<file path="src/rtl/sya_tile_sched.sv">
// Tile scheduler for the systolic array: it accepts one config, feeds K joint act/wgt beats,
// drains the skewed pipeline with zero injection, streams NUM_ROW result rows, then pulses done.
module sya_tile_sched #(
  parameter int NUM_ROW = 16,
  parameter int NUM_COL = 16,
  parameter int KW      = 16,
  localparam int DRAIN_LEN = NUM_ROW + NUM_COL - 1,
  localparam int RW = (NUM_ROW > 1) ? $clog2(NUM_ROW) : 1
) (
  input  logic          i_clk,
  input  logic          i_rst,
  input  logic          i_cfgVld,
  output logic          o_cfgRdy,
  input  logic [KW-1:0] i_cfgK,
  input  logic          i_inActVld,
  output logic          o_inActRdy,
  input  logic          i_inWgtVld,
  output logic          o_inWgtRdy,
  output logic          o_shiftEn,
  output logic          o_injZero,
  output logic          o_accClr,
  output logic          o_outVld,
  input  logic          i_outRdy,
  output logic [RW-1:0] o_outRowIdx,
  output logic          o_busy,
  output logic          o_done
);

  localparam int DW = $clog2(DRAIN_LEN + 1);

  typedef enum logic [2:0] {IDLE, FEED, DRAIN, OUT, DONE} state_t;

  state_t        r_state, w_next;
  logic [KW-1:0] r_k, r_beatCnt;
  logic [DW-1:0] r_drainCnt;
  logic [RW-1:0] r_rowCnt;

  logic w_fire, w_lastBeat, w_lastDrain, w_lastRow;

  assign w_fire      = (r_state == FEED) && i_inActVld && i_inWgtVld;
  assign w_lastBeat  = (r_beatCnt == r_k - KW'(1));
  assign w_lastDrain = (r_drainCnt == DW'(DRAIN_LEN - 1));
  assign w_lastRow   = (r_rowCnt == RW'(NUM_ROW - 1));

  always_comb begin
    w_next      = r_state;
    o_cfgRdy    = 1'b0;
    o_inActRdy  = 1'b0;
    o_inWgtRdy  = 1'b0;
    o_shiftEn   = 1'b0;
    o_injZero   = 1'b0;
    o_accClr    = 1'b0;
    o_outVld    = 1'b0;
    o_outRowIdx = '0;
    o_busy      = (r_state != IDLE);
    o_done      = 1'b0;
    case (r_state)
      IDLE: begin
        o_cfgRdy = 1'b1;
        if (i_cfgVld) w_next = (i_cfgK == '0) ? DONE : FEED;
      end
      FEED: begin
        o_inActRdy = w_fire;
        o_inWgtRdy = w_fire;
        o_shiftEn  = w_fire;
        o_accClr   = w_fire && (r_beatCnt == '0);
        if (w_fire && w_lastBeat) w_next = DRAIN;
      end
      DRAIN: begin
        o_shiftEn = 1'b1;
        o_injZero = 1'b1;
        if (w_lastDrain) w_next = OUT;
      end
      OUT: begin
        o_outVld    = 1'b1;
        o_outRowIdx = r_rowCnt;
        if (i_outRdy && w_lastRow) w_next = DONE;
      end
      DONE: begin
        o_done = 1'b1;
        w_next = IDLE;
      end
      default: w_next = IDLE;
    endcase
  end

  // Each counter is cleared on the transition into the state that uses it.
  always_ff @(posedge i_clk) begin
    if (i_rst) begin
      r_state    <= IDLE;
      r_k        <= '0;
      r_beatCnt  <= '0;
      r_drainCnt <= '0;
      r_rowCnt   <= '0;
    end else begin
      r_state <= w_next;
      case (r_state)
        IDLE: if (i_cfgVld) begin
          r_k       <= i_cfgK;
          r_beatCnt <= '0;
        end
        FEED: if (w_fire) begin
          r_beatCnt <= r_beatCnt + KW'(1);
          if (w_lastBeat) r_drainCnt <= '0;
        end
        DRAIN: begin
          r_drainCnt <= r_drainCnt + DW'(1);
          if (w_lastDrain) r_rowCnt <= '0;
        end
        OUT: if (i_outRdy) r_rowCnt <= r_rowCnt + RW'(1);
        default: ;
      endcase
    end
  end

endmodule

</file>
<file path="config.mk">
export PLATFORM = sky130hd
export DESIGN_NAME = sya_tile_sched
export DESIGN_NICKNAME = d
export VERILOG_FILES = /design/src/rtl/sya_tile_sched.sv
export SDC_FILE = /design/constraint.sdc
export NUM_CORES = 1
export LEC_CHECK = 0
export ABC_AREA = 1
export ABC_CLOCK_PERIOD_IN_PS = 1900
export BUFFER_PORTS_ARGS = -buffer_cell sky130_fd_sc_hd__buf_4
export CAP_MARGIN = 10
export CORE_MARGIN = 4
export CORE_UTILIZATION = 23
export CTS_CLUSTER_DIAMETER = 100
export DETAILED_ROUTE_END_ITERATION = 12
export PLACE_DENSITY = 0.51
export REMOVE_ABC_BUFFERS = 1
export SYNTH_ARGS = -nofsm -noshare
export SYNTH_HDL_FRONTEND = slang
export SYNTH_SLANG_ARGS = --single-unit
</file>
<file path="constraint.sdc">
create_clock -name i_clk -period 1.9 [get_ports i_clk]
set_input_delay 0.38 -clock i_clk [delete_from_list [all_inputs] [get_ports i_clk]]
set_output_delay 0.38 -clock i_clk [all_outputs]
set_load 0.02 [all_outputs]
</file>
**Yosys cells after proc, flatten, opt, wreduce, memory -nomap -nowiden**

Cells that the tools add are included.

- Register bits after elaboration: 44
- Bits of input ports: 22
- Output and inout bits: 13
- Word-level logic and storage cells: 63

- $add $sub $neg: 4
- Equality and inequality tests: 14
- Muxes and demuxes: 23
- Reductions and logical operators: 17

Operators by type and width:

| kind | number |
|---|---|
| zero test 16 bit | 2 |
| two-way mux 16 bit | 2 |
| case mux 16 bit (2 select lines) | 1 |
| adder 16 x 1 -> 16 bit, second input constant | 1 |
| equality test 16 bit | 1 |
| subtractor 16 x 1 -> 16 bit, second input constant | 1 |
| two-way mux 3 bit | 5 |
| two-way mux 4 bit | 3 |
| != test 2 bit, second input constant | 6 |
| case mux 3 bit (4 select lines) | 1 |
| two-way mux 5 bit | 2 |
| case mux 5 bit (2 select lines) | 1 |
| AND reduction 3 bit | 3 |
| case mux 4 bit (2 select lines) | 1 |
| equality test 3 x 2 -> 1 bit, second input constant | 2 |
| two-way mux 1 bit | 6 |
| nonzero test 2 bit | 3 |
| adder 5 x 1 -> 5 bit, second input constant | 1 |
| equality test 5 bit, second input constant | 1 |
| logical AND 1 bit | 5 |
| adder 4 x 1 -> 4 bit, second input constant | 1 |
| equality test 4 bit, second input constant | 1 |
| AND reduction 4 bit | 1 |
| equality test 3 x 1 -> 1 bit, second input constant | 1 |
| 6 further kinds | 6 |

**Depth between registers and ports, before layout**

- Depth in word-level cells: 6
- Gate-level depth with buffers: 17

**Least setup slack after synthesis**

Ideal clock, no wire load.

- Path type: register to output
- From: reg r_state[2]
- To: out o_accClr
- Arrival: 1402 ps
- Data required time: 1520 ps
- Slack: 118 ps
- Stages on the path, launching flop included: 4
- Path through: dfxtp_1 nor2_4 nand4_4 nor4_1

- Cells in the longest elaborated chain, start to end: 5

RTL lines:

| what | line | RTL |
|---|---|---|
| from (decl) | 33 | `state_t r_state, w_next;` |
| from (signal assigned) | 96 | `r_state <= w_next;` |
| equality test 3 x 1 -> 1 bit * | 40, 57 |  |
| logical AND 1 bit (2 in a row) | 40 | `assign w_fire = (r_state == FEED) && i_inActVld && i_inWgtVld;` |
| logical AND 1 bit | 66 | `o_accClr = w_fire && (r_beatCnt == '0);` |
| two-way mux 1 bit * | 57 | `case (r_state)` |
| to (decl) | 21 | `output logic o_accClr,` |

Mark *: on every way between the ends. The rest lies on a longest branch, timed or not.

**Worst setup path in the final report**

- From: reg r_k[0]
- To: reg r_drainCnt[0]

- Cells in the longest elaborated chain, start to end: 4

RTL lines:

| what | line | RTL |
|---|---|---|
| from (decl) | 34 | `logic [KW-1:0] r_k, r_beatCnt;` |
| from (signal assigned) | 99 | `r_k <= i_cfgK;` |
| subtractor 16 x 1 -> 16 bit | 41 | `assign w_lastBeat = (r_beatCnt == r_k - KW'(1));` |
| equality test 16 bit | 41 |  |
| != test 2 bit (no source line) | n/a |  |
| AND reduction 3 bit (no source line) | n/a |  |
| to (signal assigned) | 107 | `r_drainCnt <= r_drainCnt + DW'(1);` |
| to (decl) | 35 | `logic [DW-1:0] r_drainCnt;` |

Every way passes these cells.
A chain may end at the register's enable or synchronous reset.

==> results.json <==
{
  "synth.top_cell.area_share_pct": 32.15,
  "final_core_util_pct": 30.43,
  "path_clk_slew_ps": 60,
  "start_util_pct": 23.79,
  "max_freq_mhz": 537.1,
  "tightest_slew_ps": 443.4,
  "ir_drop_mv": 0.7016,
  "period_share_pct": 97.99,
  "wl_mm": 7.452,
  "first_iter_violations": 105,
  "rows": 39,
  "skew_ps": 4.526,
  "die_width_um": 117.2,
  "comb_power_share_pct": 50.6,
  "netlist_area_um2": 2740,
  "nets": 480,
  "slew_headroom_pct": 70.16,
  "synth_top_family_by_area": "simple AND/OR/NAND/NOR gates",
  "vias_per_cell": 4.562,
  "power.switching_mw": 1.965,
  "finalHoldViolCount": 0,
  "endpoint": "r_drainCnt[0]",
  "n_antenna_cell": 0,
  "r2r_end": "r_drainCnt[0]",
  "cts_buffer_depth": 2,
  "finalSetupViolCount": 0,
  "cts.sinks": 44,
  "p_seq_share_pct": 27.9,
  "fin_ws_ps": 38.19,
  "synth_xor_xnor_area_share_pct": 5.114,
  "required_ps": 2090,
  "drv_cap": 0,
  "postSynthCellCount": 402,
  "synthAdderAreaFrac_pct": 2.740,
  "yosysUniqueCellTypes": 38,
  "drc": 0,
  "clockPowerShare_pct": 21.6,
  "drive_above_1_share_pct": 23.84,
  "rsz0062_at_grt": "yes",
  "r2r-start": "r_k[0]",
  "cp-startpoint": "r_k[0]",
  "grt_pass1_vias": 2626,
  "yosys.area.top_type": "dfxtp_1",
  "worstPathMaxFanout": 5,
  "ys_ff_latch": 44,
  "pin_count": 35,
  "yosys.area_share.simple_pct": 36.76,
  "wl_per_cell_um": 12.50,
  "period_minus_slack_ps": 1862,
  "power_density_nw_per_um2": 1299,
  "finalSetupTns_ps": 0,
  "gp_congestion": 0.8780,
  "root_buffer": "clkbuf_16",
  "htreeDepth": 2,
  "worstSetupPathType": "register to register",
  "die-area_um2": 13720,
  "switching_share_pct": 43.18,
  "coreArea_um2": 11520,
  "final_max_slew_viol_count": 0,
  "final_antenna_net_count": 0,
  "synth.area.mux_share_pct": 0,
  "multiInputGateArea_um2": 1688,
  "dp_hpwl_mm": 6.015,
  "startpoint_type": "register",
  "grt_remaining_overflow": 0,
  "nFillCells": 1234,
  "firstDrtPassIters": 4,
  "clock_latency_ps": 290,
  "cp-end-kind": "register",
  "grt_util_all_layers_pct": 11.03,
  "grt_pass1_wl_mm": 12.10,
  "rrSetupSlack_ps": 40,
  "syn_area_per_cell_um2": 6.816,
  "cts_tree": "done",
  "p_int_mw": 2.586,
  "ys_seq_area_share_pct": 32.15,
  "numCtsBuffers": 5,
  "p_leak_nw": 1.568,
  "vias": 2719,
  "areaGrowthSynthToFinish_pct": 27.90,
  "register_area_um2": 887.1,
  "hold_path.class": "input port to register",
  "pre_cts_ws_ps": -56.47,
  "synthTopCellsByArea": "dfxtp_1 (32%), nand2_1 (11%), inv_1 (7.5%), a21oi_1 (6.2%), nor2_1 (6.0%)",
  "synth_compound_area_share_pct": 14.29,
  "antenna_found_initial": 0,
  "port_buffers": 34,
  "status": "finished clean",
  "synth_warnings": 0,
  "grt_max_degree": 30,
  "die_h_um": 117.2,
  "rr_worst_depth": 16,
  "worstPathArrival_ps": 2050
}
Yosys cell counts:
cell type,count
o221a_2,1
dfxtp_1,44
nand3b_1,3
and2_1,1
nor3_2,4
a31o_2,2
xnor2_1,1
nand2_1,83
nor2_4,6
a211oi_1,2
buf_4,1
nor2_1,44
and3_1,3
nand2_2,3
nor2_2,2
or2_1,1
ha_1,6
inv_1,55
clkinv_2,1
xor2_1,15
nor3_1,2
a21oi_2,1
clkbuf_1,4
buf_1,1
nand3_1,24
a2111oi_0,1
nand2_4,4
nor4_1,7
inv_2,2
o21ai_1,5
or2_2,1
nand3_2,2
o21a_1,1
a21oi_1,34
o21ai_0,24
nand4_4,2
nand4_1,8
o211ai_1,1
metal layers:
layer / share of wire, % / global-route usage [%] / routed length [µm] / up-vias
met1: 47 / 13.52 / 3485 / 1241
met5: 0 / 0 / 0 / -
met2: 49 / 19.72 / 3647 / 48
met4: 1.3 / 2.905 / 97 / 0
met3: 3.0 / 2.108 / 222 / 13
li1: - / - / - / 1417
state kept, by name, summed over array words and instances, names as in the netlist:
| signal | flops |
|---|---|
| r_state | 3 |
| r_rowCnt | 4 |
| r_beatCnt | 16 |
| r_drainCnt | 5 |
| r_k | 16 |
worst min path at each step:
| stage | endpoint | startpoint | cells past startpoint |
|---|---|---|---|
| after global routing | r_k[10] | i_cfgK[10] | 3 |
| after global placement | r_k[14] | r_k[14] | 2 |
| after CTS | r_k[13] | i_cfgK[13] | 3 |
| final | r_k[7] | i_cfgK[7] | 3 |
| after detailed placement | r_k[14] | r_k[14] | 2 |
| after floorplan | r_drainCnt[1] | i_rst | 1 |
cells by family (layout without fill, tap and decap cells):
group,count (synthesis),count (layout)
simple gates,200,200
compound gates,72,72
buf+inv,64,115
flops,44,44
xor+xnor,16,16
fa+ha+maj,6,6
power groups by stage:
stage	Combinational, mW	Clock [mW]	Sequential [mW]
final	2.30	0.982	1.27
after global routing	2.58	1.04	1.29
after CTS	2.27	1.00	1.26
after detailed placement	2.16	0	1.27
after global placement	2.14	0	1.27
after floorplan	1.54	0	1.24
through the flow:
stage | hold WS (ps) | cell area [µm²] | instances | total power [mW]
2_1_floorplan | 449.1 | 2714 | 396 | 2.782
3_3_place_gp | 479.8 | 3238 | 585 | 3.409
3_5_place_dp | 474.9 | 3238 | 585 | 3.427
4_1_cts | 354.4 | 3470 | 595 | 4.537
5_1_grt | 365.9 | 3505 | 596 | 4.914
6_report | 358.6 | 3505 | 596 | 4.551
cell type report:
type / count / area share [%]
inverter: 58 / 6.248
clock buffer: 6 / 3.677
clock inverter: 2 / 0.9996
timing repair buffer: 49 / 10.50
multi-input combinational: 294 / 48.16
sequential: 44 / 25.31
tap: 143 / 5.105
critical path, cell delays in order, from the launching register on:
cell and delay [ps]:
dfxtp_2 330, inv_2 50, ha_4 240, inv_1 50, nand2_1 40, nand2_1 50
nand2_1 50, nor2_1 80, nand2_1 60, nor2_1 110, nand3_1 90, nor2_1 120
nand3_1 110, nand2_2 140, nand2_4 90, o21ai_2 110, inv_1 40
timing repair:
action | 4_1_cts | 5_1_grt
setup buffers | 2 | 1
setup endpoints to repair | 8 | 13
hold buffers | 0 | 0
pin swaps | 5 | 8
hold endpoints to repair | 0 | 0
gates resized for setup | 12 | 13
placed cells by master (no fill, tap or decap), types with 2 or more instances in the layout:
cell type | Yosys | layout
buf_4 | 1 | 49
a31o_2 | 2 | 2
nor4_1 | 7 | 5
nand3_2 | 2 | 2
nand2_2 | 3 | 3
nand3_1 | 24 | 24
ha_1 | 6 | 5
dfxtp_1 | 44 | 39
nor3_2 | 4 | 4
nor2_2 | 2 | 6
inv_2 | 2 | 7
inv_1 | 55 | 50
o21ai_1 | 5 | 4
xor2_1 | 15 | 15
nand4_4 | 2 | 2
nand4_1 | 8 | 8
o21ai_0 | 24 | 24
a21oi_1 | 34 | 34
nor2_1 | 44 | 39
clkinv_2 | 1 | 2
nand2_4 | 4 | 5
a211oi_1 | 2 | 2
dfxtp_2 | 0 | 5
nand2_1 | 83 | 82
clkbuf_16 | 0 | 5
nand3b_1 | 3 | 3
nor2_4 | 6 | 7
and3_1 | 3 | 3
Power figures use the tool's default switching activity.
